### src/rtl/hex_display_pkg.sv
// ============================================================================
// hex_display_pkg : shared types and segment constants for hex_display_ctrl
// Revision: 1.0
// ============================================================================
`default_nettype none

package hex_display_pkg;

    typedef enum logic [1:0] {
        IDLE    = 2'd0,
        CONVERT = 2'd1,
        DRIVE   = 2'd2,
        COMMIT  = 2'd3
    } state_t;

    localparam logic [6:0] SEG_BLANK = 7'b1111111;
    localparam logic [6:0] SEG_DASH  = 7'b0111111;

endpackage

`default_nettype wire

### src/rtl/seg7.sv
// ============================================================================
// seg7 : BCD to active-low seven-segment decoder, bit order gfedcba
// Revision: 1.0
// ============================================================================
`default_nettype none

module seg7 (
    input  logic [3:0] bcd,
    output logic [6:0] seg
);

    always_comb begin
        seg = 7'b1111111;
        case (bcd)
            4'd0:    seg = 7'b1000000;
            4'd1:    seg = 7'b1111001;
            4'd2:    seg = 7'b0100100;
            4'd3:    seg = 7'b0110000;
            4'd4:    seg = 7'b0011001;
            4'd5:    seg = 7'b0010010;
            4'd6:    seg = 7'b0000010;
            4'd7:    seg = 7'b1111000;
            4'd8:    seg = 7'b0000000;
            4'd9:    seg = 7'b0010000;
            default: seg = 7'b1111111;
        endcase
    end

endmodule

`default_nettype wire

### src/rtl/hex_display_ctrl.sv
// ============================================================================
// hex_display_ctrl : binary to BCD (double-dabble) with time-shared seg7 drive
// Revision: 1.0
// ============================================================================
`default_nettype none

module hex_display_ctrl #(
    parameter int NUM_DIGITS = 6,
    parameter int BIN_W      = 20
) (
    input  logic                    clk,
    input  logic                    reset,
    input  logic                    in_valid,
    output logic                    in_ready,
    input  logic [BIN_W-1:0]        in_value,
    input  logic                    blank_lz,
    output logic                    busy,
    output logic                    overflow,
    output logic                    upd,
    output logic [7*NUM_DIGITS-1:0] hex_out
);

    import hex_display_pkg::*;

    localparam int          BCD_W   = 4 * NUM_DIGITS;
    localparam int          IDX_W   = (NUM_DIGITS > 1) ? $clog2(NUM_DIGITS) : 1;
    localparam int          CNT_W   = (BIN_W > 1) ? $clog2(BIN_W) : 1;
    localparam logic [63:0] MAX_VAL = 64'(10 ** NUM_DIGITS - 1);

    function automatic logic [BCD_W-1:0] add3_all(input logic [BCD_W-1:0] b);
        logic [BCD_W-1:0] r;
        for (int i = 0; i < NUM_DIGITS; i++) begin
            r[4*i +: 4] = (b[4*i +: 4] >= 4'd5) ? b[4*i +: 4] + 4'd3 : b[4*i +: 4];
        end
        return r;
    endfunction

    state_t           state;
    state_t           state_next;
    logic [BIN_W-1:0] shift_reg;
    logic [BCD_W-1:0] bcd;
    logic [BCD_W-1:0] bcd_adj;
    logic [CNT_W-1:0] bit_cnt;
    logic [IDX_W-1:0] idx;
    logic             lz;
    logic             ovf_pend;
    logic [6:0]       shadow [NUM_DIGITS];
    logic [3:0]       nib    [NUM_DIGITS];
    logic [3:0]       cur_nib;
    logic [6:0]       cur_seg;
    logic [6:0]       drive_seg;
    logic             upper_zero;
    logic             last_bit;
    logic             last_digit;

    for (genvar g = 0; g < NUM_DIGITS; g++) begin : g_nib
        assign nib[g] = bcd[4*g +: 4];
    end

    assign bcd_adj    = add3_all(bcd);
    assign last_bit   = (bit_cnt == CNT_W'(BIN_W - 1));
    assign last_digit = (idx == '0);
    assign cur_nib    = nib[idx];
    // Digit idx and every more-significant digit are zero.
    assign upper_zero = ((bcd >> (32'(idx) * 4)) == '0);

    seg7 u_seg7 (
        .bcd (cur_nib),
        .seg (cur_seg)
    );

    always_comb begin
        drive_seg = cur_seg;
        if (lz && (idx != '0) && upper_zero) drive_seg = SEG_BLANK;
        if (ovf_pend)                        drive_seg = SEG_DASH;
    end

    always_ff @(posedge clk or posedge reset) begin
        if (reset) state <= IDLE;
        else       state <= state_next;
    end

    always_comb begin
        state_next = state;
        case (state)
            IDLE:    if (in_valid)   state_next = CONVERT;
            CONVERT: if (last_bit)   state_next = DRIVE;
            DRIVE:   if (last_digit) state_next = COMMIT;
            COMMIT:                  state_next = IDLE;
            default:                 state_next = IDLE;
        endcase
    end

    always_comb begin
        in_ready = (state == IDLE);
        busy     = (state != IDLE);
        upd      = (state == COMMIT);
    end

    always_ff @(posedge clk or posedge reset) begin
        if (reset) begin
            shift_reg <= '0;
            bcd       <= '0;
            bit_cnt   <= '0;
            idx       <= '0;
            lz        <= 1'b0;
            ovf_pend  <= 1'b0;
            overflow  <= 1'b0;
            hex_out   <= '1;
            for (int i = 0; i < NUM_DIGITS; i++) shadow[i] <= SEG_BLANK;
        end else begin
            case (state)
                IDLE: begin
                    if (in_valid) begin
                        shift_reg <= in_value;
                        lz        <= blank_lz;
                        ovf_pend  <= (64'(in_value) > MAX_VAL);
                        bcd       <= '0;
                        bit_cnt   <= '0;
                    end
                end
                CONVERT: begin
                    // Carry out of the top nibble only occurs above MAX_VAL, which is overridden.
                    {bcd, shift_reg} <= {bcd_adj[BCD_W-2:0], shift_reg, 1'b0};
                    if (last_bit) begin
                        bit_cnt <= '0;
                        idx     <= IDX_W'(NUM_DIGITS - 1);
                    end else begin
                        bit_cnt <= bit_cnt + 1'b1;
                    end
                end
                DRIVE: begin
                    shadow[idx] <= drive_seg;
                    if (!last_digit) idx <= idx - 1'b1;
                end
                COMMIT: begin
                    for (int i = 0; i < NUM_DIGITS; i++) hex_out[7*i +: 7] <= shadow[i];
                    overflow <= ovf_pend;
                end
                default: ;
            endcase
        end
    end

endmodule

`default_nettype wire
### config.mk
export PLATFORM = sky130hd
export DESIGN_NAME = hex_display_ctrl
export DESIGN_NICKNAME = d
export VERILOG_FILES = /design/src/rtl/hex_display_pkg.sv /design/src/rtl/seg7.sv /design/src/rtl/hex_display_ctrl.sv
export SDC_FILE = /design/constraint.sdc
export NUM_CORES = 1
export LEC_CHECK = 0
export BUFFER_PORTS_ARGS = -buffer_cell sky130_fd_sc_hd__buf_4
export CORE_MARGIN = 8
export CORE_UTILIZATION = 50
export CTS_BUF_LIST = sky130_fd_sc_hd__clkbuf_4
export CTS_CLUSTER_SIZE = 10
export DETAILED_ROUTE_END_ITERATION = 6
export PLACE_DENSITY = 0.69
export SETUP_SLACK_MARGIN = 0.05
export SLEW_MARGIN = 15
export SYNTH_ARGS = -nofsm -noshare
export SYNTH_HDL_FRONTEND = slang
export SYNTH_SLANG_ARGS = --single-unit
### constraint.sdc
create_clock -name clk -period 11.45 [get_ports clk]
set_input_delay 2.29 -clock clk [delete_from_list [all_inputs] [get_ports clk]]
set_output_delay 2.29 -clock clk [all_outputs]
set_load 0.01 [all_outputs]
# Word-level counts from Yosys, hierarchy flattened
# Memory sizes are Yosys's and may differ from the RTL's.
# Cells that the tools add are included.
word_totals:
  input_bits: 24
  latchBits: 0
  memories: 1
  reg_bits: 141
  wordCells: 85
  mem_bits_ro: 112
  ram_bits: 0
  output_inout_bits: 46
classes:
  order_cmp: 9
  shifts: 1
  div_mod_pow: 0
  n_mul: 0
  mux: 28
  n_reduce_logical: 14
  add_sub_neg: 8
  bitwise_logic: 1
  n_eq_ne: 8
memory_table:
  columns: ["name", "depth", "word_bits", "read_ports", "rd_clocked_by_memory_dff", "wr", "line_no", "text"]
  rows:
  - ["(no name shown)", 16, 7, 1, 0, 0, "seg7.sv:14", "case (bcd)"]
ops:
  columns: ["operator", "count"]
  rows:
  - ["$pmux W24 S2", 1]
  - ["$bwmux W42", 1]
  - ["$pmux W20 S2", 1]
  - ["$mux W4", 7]
  - ["$ge A4 B3 Y1 const B", 6]
  - ["$logic_not A24 Y1", 1]
  - ["$mux W24", 1]
  - ["$shr A24 B5 Y24", 1]
  - ["$demux W7 S3", 1]
  - ["$mux W7", 3]
  - ["$add A4 B2 Y4 const B", 5]
  - ["$gt A20 B20 Y1 const B", 1]
  - ["$mux W20", 1]
  - ["$bmux W4 S3", 1]
  - ["$mux W5", 2]
  - ["$pmux W5 S2", 1]
  - ["$mux W3", 3]
  - ["$ne A2 B2 Y1 const B", 4]
  - ["$pmux W2 S4", 1]
  - ["$mux W2", 3]
  - ["$pmux W3 S2", 1]
  - ["$reduce_and A3 Y1", 2]
  - ["$reduce_bool A2 Y1", 3]
  - ["$add A5 B1 Y5 const B", 1]
  - ["other kinds (13)", 17]

# Depth between registers and ports, before layout
# Gate-level depths: netlist of the first run.
# An unclocked memory read counts as a cell.
logic_depth:
  word_depth: 8
  depth_mapped: 12
  depth_no_buf: 10

# By module
# From an unflattened synthesis of the first run, not the netlist that was laid out.
hier_totals:
  hier_cells: 626
  area_unflattened_um2: 6827.8
modules_own_cells:
  columns: ["mod", "seq_area_each_um2", "area_per_inst_um2", "cells_per_inst", "instances"]
  rows:
  - ["hex_display_ctrl", 3633.5, 6627.6, 595, 1]
  - ["seg7", 0.0, 200.2, 31, 1]

# Least setup slack after synthesis of the first run
# No wires, ideal clock.
synth_path:
  path_kind: "input -> register"
  startpoint: "in in_valid"
  endpoint: "reg bcd[4]"
  stages: 6
  slack_ns: 7.953
  setup_time_ns: 0.095
  n_path_buf: 2
  required_time_ns: 11.355
  arrival_time_ns: 3.402
  path_cell_list: "nand2_1 > a21boi_1 > clkbuf_1 > clkbuf_1 > nand2_1 > o31ai_1"
synth_via:
  elab_chain_len: 2
synth_lines:
  columns: ["element", "line_no", "text"]
  rows:
  - ["from (decl)", "hex_display_ctrl.sv:13", "input logic in_valid,"]
  - ["$ne A2 B2 Y1 (no source line)", null, null]
  - ["$reduce_and A2 Y1 (no source line)", null, null]
  - ["to (signal assigned)", "hex_display_ctrl.sv:124", "{bcd, shift_reg} <= {bcd_adj[BCD_W-2:0], shift_reg, 1'b0};"]
  - ["to (decl)", "hex_display_ctrl.sv:41", "logic [BCD_W-1:0] bcd;"]
# Every way passes these cells.
# A chain may end at the register's enable or synchronous reset.

# Final worst setup path of the first run
layout_path:
  startpoint: "reg state[0]"
  endpoint: "out upd"
layout_via:
  elab_chain_len: 1
layout_lines:
  columns: ["element", "line_no", "text"]
  rows:
  - ["from (decl)", "hex_display_ctrl.sv:38", "state_t state;"]
  - ["from (signal assigned)", "hex_display_ctrl.sv:80", "else state <= state_next;"]
  - ["$eq A2 B2 Y1", "hex_display_ctrl.sv:97", "upd = (state == COMMIT);"]
  - ["to (decl)", "hex_display_ctrl.sv:19", "output logic upd,"]
# Every way passes these cells.

==> out/metrics.csv, run 1 <==
stage,metric,value,unit
worst_setup_path,startpoint_type,register,
detailed_routing,remaining_drc_errors,0,
sta,period_share,38.7,%
final_layout,drive_gt1_share,32.9,%
power,ir_worst_vdd,138,µV
placement,dp_slack,7.37,ns
min_path,min_from,shadow[29],
synth,ys_seq_elements,141,
final_layout,final_util,58.1,%
final_layout,syn_to_final_growth,13.1,%
sta,max_freq,0.226,GHz
placement,dp_hpwl,10100,µm
floorplan,num_rows,42,
global_routing,grt-ovfl-total,0,
sta,hold_viol_final,0,
sta,slew_viol_final,0,
clocking,ctsHtreeMaxLevel,4,
sta,worstMarginPinSlew,1.05,ns
synth,async_flop_share,100,%
final_layout,fillerInstances,1161,
global_routing,grt_pass1_vias,5006,
floorplan,io_pins,70,
synth,synth_cells,646,
placement,portBuffers,69,
sta,setup_ws,7.02,ns
final_layout,design_area,7690,µm²
detailed_routing,postRouteWirelength,14300,µm
synth,ys.flop_type,dfstp_2,
clocking,clock_insertion_delay_worst_skew,0.55,ns
worst_setup_path,worstPathCellList,ha_2 > buf_4,
worst_setup_path,crit_fanout,44,
detailed_routing,avgRoutedWirePerCell,15.9,µm
clocking,post-cts-setup-buffers,0,
detailed_routing,first_pass_iters,4,
global_routing,grt_pass1_wl,24300,µm
synth,syn_nets,694,
clocking,tritoncts,yes,
worst_setup_path,cp.arrival,2.14,ns
worst_setup_path,r2r_slack,7.59,ns
synth,ys_top_cells_by_count,"85 x nand2_1, 84 x dfstp_2, 81 x o21ai_0",
synth,synth_edf_count,0,
sta,timing.slew.headroom,29.7,%
detailed_routing,first_iter_violations,343,
clocking,ctsResizeCount,0,
synth,synth_top_area_share,32.4,%
min_path,hold_path_depth,2,
floorplan,fp.dieH,133,µm
worst_setup_path,path_class,reg2out,
clocking,cts_hold_buf,0,
worst_setup_path,required,9.16,ns
worst_setup_path,reg2reg_from,idx[0],
power,power_density,253,nW/µm²
clocking,clockBufferDepth,2,
global_routing,grt_max_degree,88,
worst_setup_path,reg2regPathDepth,9,
synth,ys_seq_area_share,53.4,%
outcome,status,completed,
flow_run,drv_cap,0,
global_routing,antenna_found_initial,0,
synth,synth_area_per_cell,10.5,µm²
synth,synth.most_common_cell,nand2_1,
clocking,cts_root_buf,clkbuf_4,
floorplan,core,13200,µm²
min_path,hp-class,reg2reg,
floorplan,die_area,17600,µm²
synth,synth.top_cells.by_area,"dfstp_2 32%, dfrtp_1 21%, mux2_2 7.4%, o21ai_0 6.0%, nand2_1 4.7%",
detailed_routing,ant_nets,0,
worst_setup_path,slowest_delay,0.91,ns
sta,setup_viol,0,
worst_setup_path,endpoint_kind,output port,
floorplan,die_w,133,µm
placement,place.gp.congestion,0.783,
clocking,clkSlewWorstSetupHoldPaths,0.11,ns
clocking,clock-sinks,141,
synth,yosysUniqueCellTypes,49,
sta,fin_crit,4.43,ns
worst_setup_path,critPathSlowestCell,ha_2,
global_routing,track_usage,16.8,%
floorplan,start_util,51.4,%
sta,skew,0.0157,ns
sta,setup_tns,0,ns
sta,rsz0062_at_grt,no,
worst_setup_path,reg2reg_to,shadow[28],
worst_setup_path,cp_top_family,adder cells,
synth,yosysWarnings,0,
min_path,hold-path-endpoint,shadow[29],
power,power.leakage,3.37,nW
final_layout,largestRegisters,"hex_out x42, shadow x42, bcd x24",
detailed_routing,vias_per_cell,5.51,
synth,netlist_area,6800,µm²
detailed_routing,num_vias,4934,
placement,placed_cell_area,7450,µm²
synth,synth_top_cell_by_area,dfstp_2,
final_layout,fin_nets,755,
clocking,cts-buffers-inserted,17,
worst_setup_path,crit_buf_inv,1,
final_layout,antenna_cells,0,
power by group:
part	switching [W]	internal [W]	total [W]
sequential	0.000126	0.000759	0.000885
clock	0.000175	0.000110	0.000284
combinational	0.000434	0.000345	0.000778
total	0.000734	0.00121	0.00195
layout by cell type, fill, tap and decap left out, types with 6 or more instances in the layout:
master,count
a21oi_1,27
nor3_1,12
nand3_1,16
buf_4,72
a31oi_1,6
nand2b_1,14
clkbuf_4,19
ha_1,23
mux2i_1,29
a22o_1,10
nor2_1,28
xnor2_1,6
mux2_2,45
inv_1,32
o21ai_0,81
dfstp_2,84
clkinv_2,6
nand2_1,85
dfrtp_1,57
worst reg2reg max path, delay by kind of cell, from the launching register on:
kind,cells,cell delay [ns]
buffers and inverters,1,0.17
multiplexers,1,0.25
flip-flops,1,0.99
AND/OR/NAND/NOR,1,0.17
AO/OA/AOI/OAI,5,1.94
adder cells (fa/ha/maj),1,0.25
metal layers:
| metal | wire (µm) | share of wire (%) | global-route usage [%] |
|---|---|---|---|
| met5 | 0 | 0 | 0 |
| met4 | 240 | 1.7 | 6.06 |
| met3 | 689 | 4.8 | 4.92 |
| met2 | 6860 | 48 | 26.7 |
| met1 | 6490 | 45 | 21.2 |
how the worst max path moves through the flow:
stage / from / endpoint / slack (ns) / cells after the start
final: state[0] / upd / 7.02 / 2
after global routing: state[0] / upd / 6.86 / 2
after CTS: state[0] / upd / 6.95 / 2
after detailed placement: in_valid / bit_cnt[2] / 7.37 / 6
after global placement: in_valid / bit_cnt[2] / 7.41 / 6
after floorplan: reset / bcd[0] / 5.52 / 1
cell type report:
type | instances | area [µm²] | area share (%)
Sequential cell | 141 | 3630 | 47.2
Multi-Input combinational cell | 442 | 2930 | 38.1
Timing Repair Buffer | 72 | 541 | 7.03
Tap cell | 176 | 220 | 2.86
Clock buffer | 19 | 143 | 1.85
Inverter | 33 | 126 | 1.64
Clock inverter | 13 | 100 | 1.30
kinds of logic (layout without fill, tap and decap cells):
family / Yosys count / after routing / share of synthesized area, %
AND/OR/NAND/NOR: 179 / 179 / 11.9
AO/OA/AOI/OAI: 158 / 158 / 13.9
flip-flops: 141 / 141 / 53.4
multiplexers: 74 / 74 / 11.7
buffers and inverters: 63 / 137 / 3.73
adder cells (fa/ha/maj): 24 / 24 / 4.41
XOR/XNOR: 7 / 7 / 0.901
per-stage QoR:
| stage | total power (W) | std cells | hold WS, ns |
|---|---|---|---|
| after global placement | 0.00164 | 864 | 0.459 |
| after detailed placement | 0.00168 | 864 | 0.470 |
| after floorplan | 0.00140 | 646 | 0.443 |
| after CTS | 0.00197 | 896 | 0.491 |
| final | 0.00195 | 896 | 0.485 |
| after global routing | 0.00210 | 896 | 0.512 |
(Power assumes the default switching activity.)
==> inputs of run 2 (changes only) <==
--- a/config.mk
+++ b/config.mk
@@ -5,6 +5,7 @@
 export SDC_FILE = /design/constraint.sdc
 export NUM_CORES = 1
 export LEC_CHECK = 0
+export ABC_AREA = 1
 export BUFFER_PORTS_ARGS = -buffer_cell sky130_fd_sc_hd__buf_4
 export CORE_MARGIN = 8
 export CORE_UTILIZATION = 50
==> constraint.sdc (replaced) <==
create_clock -name clk -period 4.51 [get_ports clk]
set_input_delay 0.902 -clock clk [delete_from_list [all_inputs] [get_ports clk]]
set_output_delay 0.902 -clock clk [all_outputs]
set_load 0.01 [all_outputs]
==> out/metrics.csv, run 2 <==
stage,metric,value,unit,change
outcome,status,completed,,
floorplan,fp.dieH,133,µm,+0.54%
power,power_density,790,nW/µm²,+210%
placement,place.gp.congestion,0.844,,+7.8%
synth,synth_top_area_share,32.0,%,-0.39 points
worst_setup_path,reg2regPathDepth,7,,-2
synth,netlist_area,6890,µm²,+1.2%
detailed_routing,ant_nets,0,,unchanged
floorplan,core,13700,µm²,+3.2%
detailed_routing,first_pass_iters,5,,+1
sta,skew,0.0254,ns,+0.00969 ns
final_layout,final_util,57.8,%,-0.26 points
synth,synth_top_cell_by_area,dfstp_2,,
sta,setup_viol,0,,unchanged
sta,timing.slew.headroom,25.4,%,-4.3 points
clocking,clock_insertion_delay_worst_skew,0.58,ns,+0.03 ns
sta,worstMarginPinSlew,1.12,ns,+0.0635 ns
clocking,clockBufferDepth,2,,unchanged
sta,fin_crit,3.09,ns,
final_layout,drive_gt1_share,29.6,%,-3.3 points
synth,synth.top_cells.by_area,"dfstp_2 32%, dfrtp_1 21%, nand2_1 14%, mux2_2 6.9%, ha_1 4.4%",,
power,power.leakage,3.80,nW,+13%
floorplan,io_pins,70,,unchanged
floorplan,num_rows,43,,+2.4%
final_layout,final_common_cell,nand2_1,,
synth,syn_nets,813,,+17%
clocking,ctsHtreeMaxLevel,4,,unchanged
detailed_routing,first_iter_violations,398,,+16%
synth,synth_edf_count,0,,unchanged
final_layout,layout.cells.most_common_list,"252 x nand2_1, 84 x dfstp_2, 73 x buf_4",,
synth,synth_area_per_cell,9.00,µm²,-15%
synth,yosysWarnings,0,,unchanged
worst_setup_path,crit_end,shift_reg[3],,
worst_setup_path,worstPathCellList,inv_1 > ha_1 > a21oi_1 > inv_1 > buf_4 > nor2_1 > a31oi_1,,
final_layout,largestRegisters,"hex_out x42, shadow x42, bcd x24",,
clocking,cts-buffers-inserted,17,,unchanged
detailed_routing,avgRoutedWirePerCell,14.9,µm,-6.7%
worst_setup_path,path_class,reg2reg,,
synth,ys.flop_type,dfstp_2,,
sta,hold_viol_final,0,,unchanged
placement,dp_hpwl,11000,µm,+9.5%
worst_setup_path,startpoint_type,register,,
worst_setup_path,endpoint_kind,register,,
sta,rsz0062_at_grt,no,,
sta,max_freq,0.323,GHz,
worst_setup_path,reg2reg_from,state[1],,
min_path,hp-class,reg2reg,,
power,ir_worst_vdd,365,µV,+160%
worst_setup_path,crit_fanout,38,,-14%
floorplan,die_area,17800,µm²,+1.1%
sta,period_share,68.6,%,
final_layout,fillerInstances,1232,,+6.1%
flow_run,drv_cap,0,,unchanged
final_layout,fin_nets,885,,+17%
sta,setup_tns,0,ns,unchanged
global_routing,antenna_found_initial,1,,+1
global_routing,grt_max_degree,63,,-28%
placement,portBuffers,69,,unchanged
worst_setup_path,cp_common_cell,inv_1,,
synth,ys_seq_area_share,52.8,%,-0.65 points
worst_setup_path,critPathSlowestCell,inv_1,,
final_layout,syn_to_final_growth,14.8,%,
synth,ys_seq_elements,141,,unchanged
global_routing,grt-ovfl-total,0,,unchanged
global_routing,grt_pass1_vias,5359,,+7.1%
detailed_routing,vias_per_cell,5.19,,-5.7%
sta,slew_viol_final,0,,unchanged
synth,async_flop_share,100,%,unchanged
detailed_routing,num_vias,5355,,+8.5%
clocking,cts_root_buf,clkbuf_4,,
clocking,ctsResizeCount,0,,unchanged
clocking,clock-sinks,141,,unchanged
floorplan,start_util,50.4,%,-0.98 points
worst_setup_path,required,5.00,ns,-4.16 ns
synth,ys_top_cells_by_count,"252 x nand2_1, 84 x dfstp_2, 64 x nor2_1",,
global_routing,track_usage,17.8,%,+1.1 points
worst_setup_path,r2r_slack,1.42,ns,-6.17 ns
synth,synth_cells,765,,+18%
worst_setup_path,cp.arrival,3.59,ns,+1.45 ns
floorplan,die_w,133,µm,+0.54%
clocking,cts_hold_buf,0,,unchanged
clocking,tritoncts,yes,,
synth,synth.most_common_cell,nand2_1,,
synth,yosysUniqueCellTypes,36,,-27%
worst_setup_path,critPathLaunch,state[1],,
worst_setup_path,slowest_delay,0.87,ns,-0.04 ns
global_routing,grt_pass1_wl,26000,µm,+6.9%
worst_setup_path,reg2reg_to,shift_reg[3],,
sta,fin_hold_ws,0.476,ns,-0.00911 ns
clocking,post-cts-setup-buffers,0,,unchanged
clocking,clkSlewWorstSetupHoldPaths,0.13,ns,+0.02 ns
detailed_routing,remaining_drc_errors,0,,unchanged
detailed_routing,postRouteWirelength,15300,µm,+7.3%
==> run 2: where the power goes <==
part	switching, W	internal [W]	total (W)
Combinational	0.00185	0.00114	0.00299
Sequential	0.000361	0.00201	0.00238
Clock	0.000478	0.000399	0.000878
==> run 2: kinds of logic (layout without fill, tap and decap cells) <==
| logic type | count (synthesis) | in the layout | synth area share (%) |
|---|---|---|---|
| and+or+nand+nor | 369 | 369 | 22.1 |
| DFF | 141 | 141 | 52.8 |
| AOI/OAI and AO/OA | 98 | 98 | 8.28 |
| buffers and inverters | 84 | 169 | 4.72 |
| muxes | 43 | 43 | 7.01 |
| adders and majority gates | 24 | 24 | 4.36 |
| xor gates and xnor gates | 6 | 6 | 0.763 |
| other | 0 | 1 | 0 |
==> run 2: layout make-up <==
cell class              instances  area [µm²]  area share [%]
diodes                          1        2.50          0.0317
clock buffers                  19         143            1.80
repair buffers                 74         568            7.19
clock inverters                13         160            2.03
multi-input cells             540        2930            37.1
flip-flops and latches        141        3630            46.0
inverters                      63         240            3.04
well taps                     180         225            2.85
==> run 2: metal layers <==
metal	vias up	routed length, µm	GRT usage [%]
met5	-	0	0
met2	107	7330	28.9
met1	2578	7090	22.5
met4	0	273	6.55
met3	23	637	4.63
li1	2647	-	-
==> run 2: critical path: cells and delay by family (launching register included) <==
kind                     cells  cell delay, ns
AO/OA/AOI/OAI                2            0.43
adder cells (fa/ha/maj)      1            0.64
buffers and inverters        3            1.41
flip-flops                   1            0.43
AND/OR/NAND/NOR              1            0.09
==> run 2: worst min-delay path by stage <==
stage / start / to / depth (start not counted)
finish: shadow[15] / shadow[15] / 2
global route: blank_lz / lz / 3
CTS: blank_lz / lz / 3
detailed placement: shadow[15] / shadow[15] / 2
global placement: shadow[24] / shadow[24] / 2
floorplan: shift_reg[0] / shift_reg[0] / 2
==> run 2: metrics by stage <==
stage          instance area (µm²)  power (W)  worst slack (ns)  instances
2_1_floorplan                 6890    0.00445              1.91        765
3_3_place_gp                  7600    0.00526              1.61        998
3_5_place_dp                  7600    0.00539              1.50        998
4_1_cts                       7900    0.00628              1.43       1030
5_1_grt                       7900    0.00676              1.11       1031
6_report                      7900    0.00624              1.42       1031
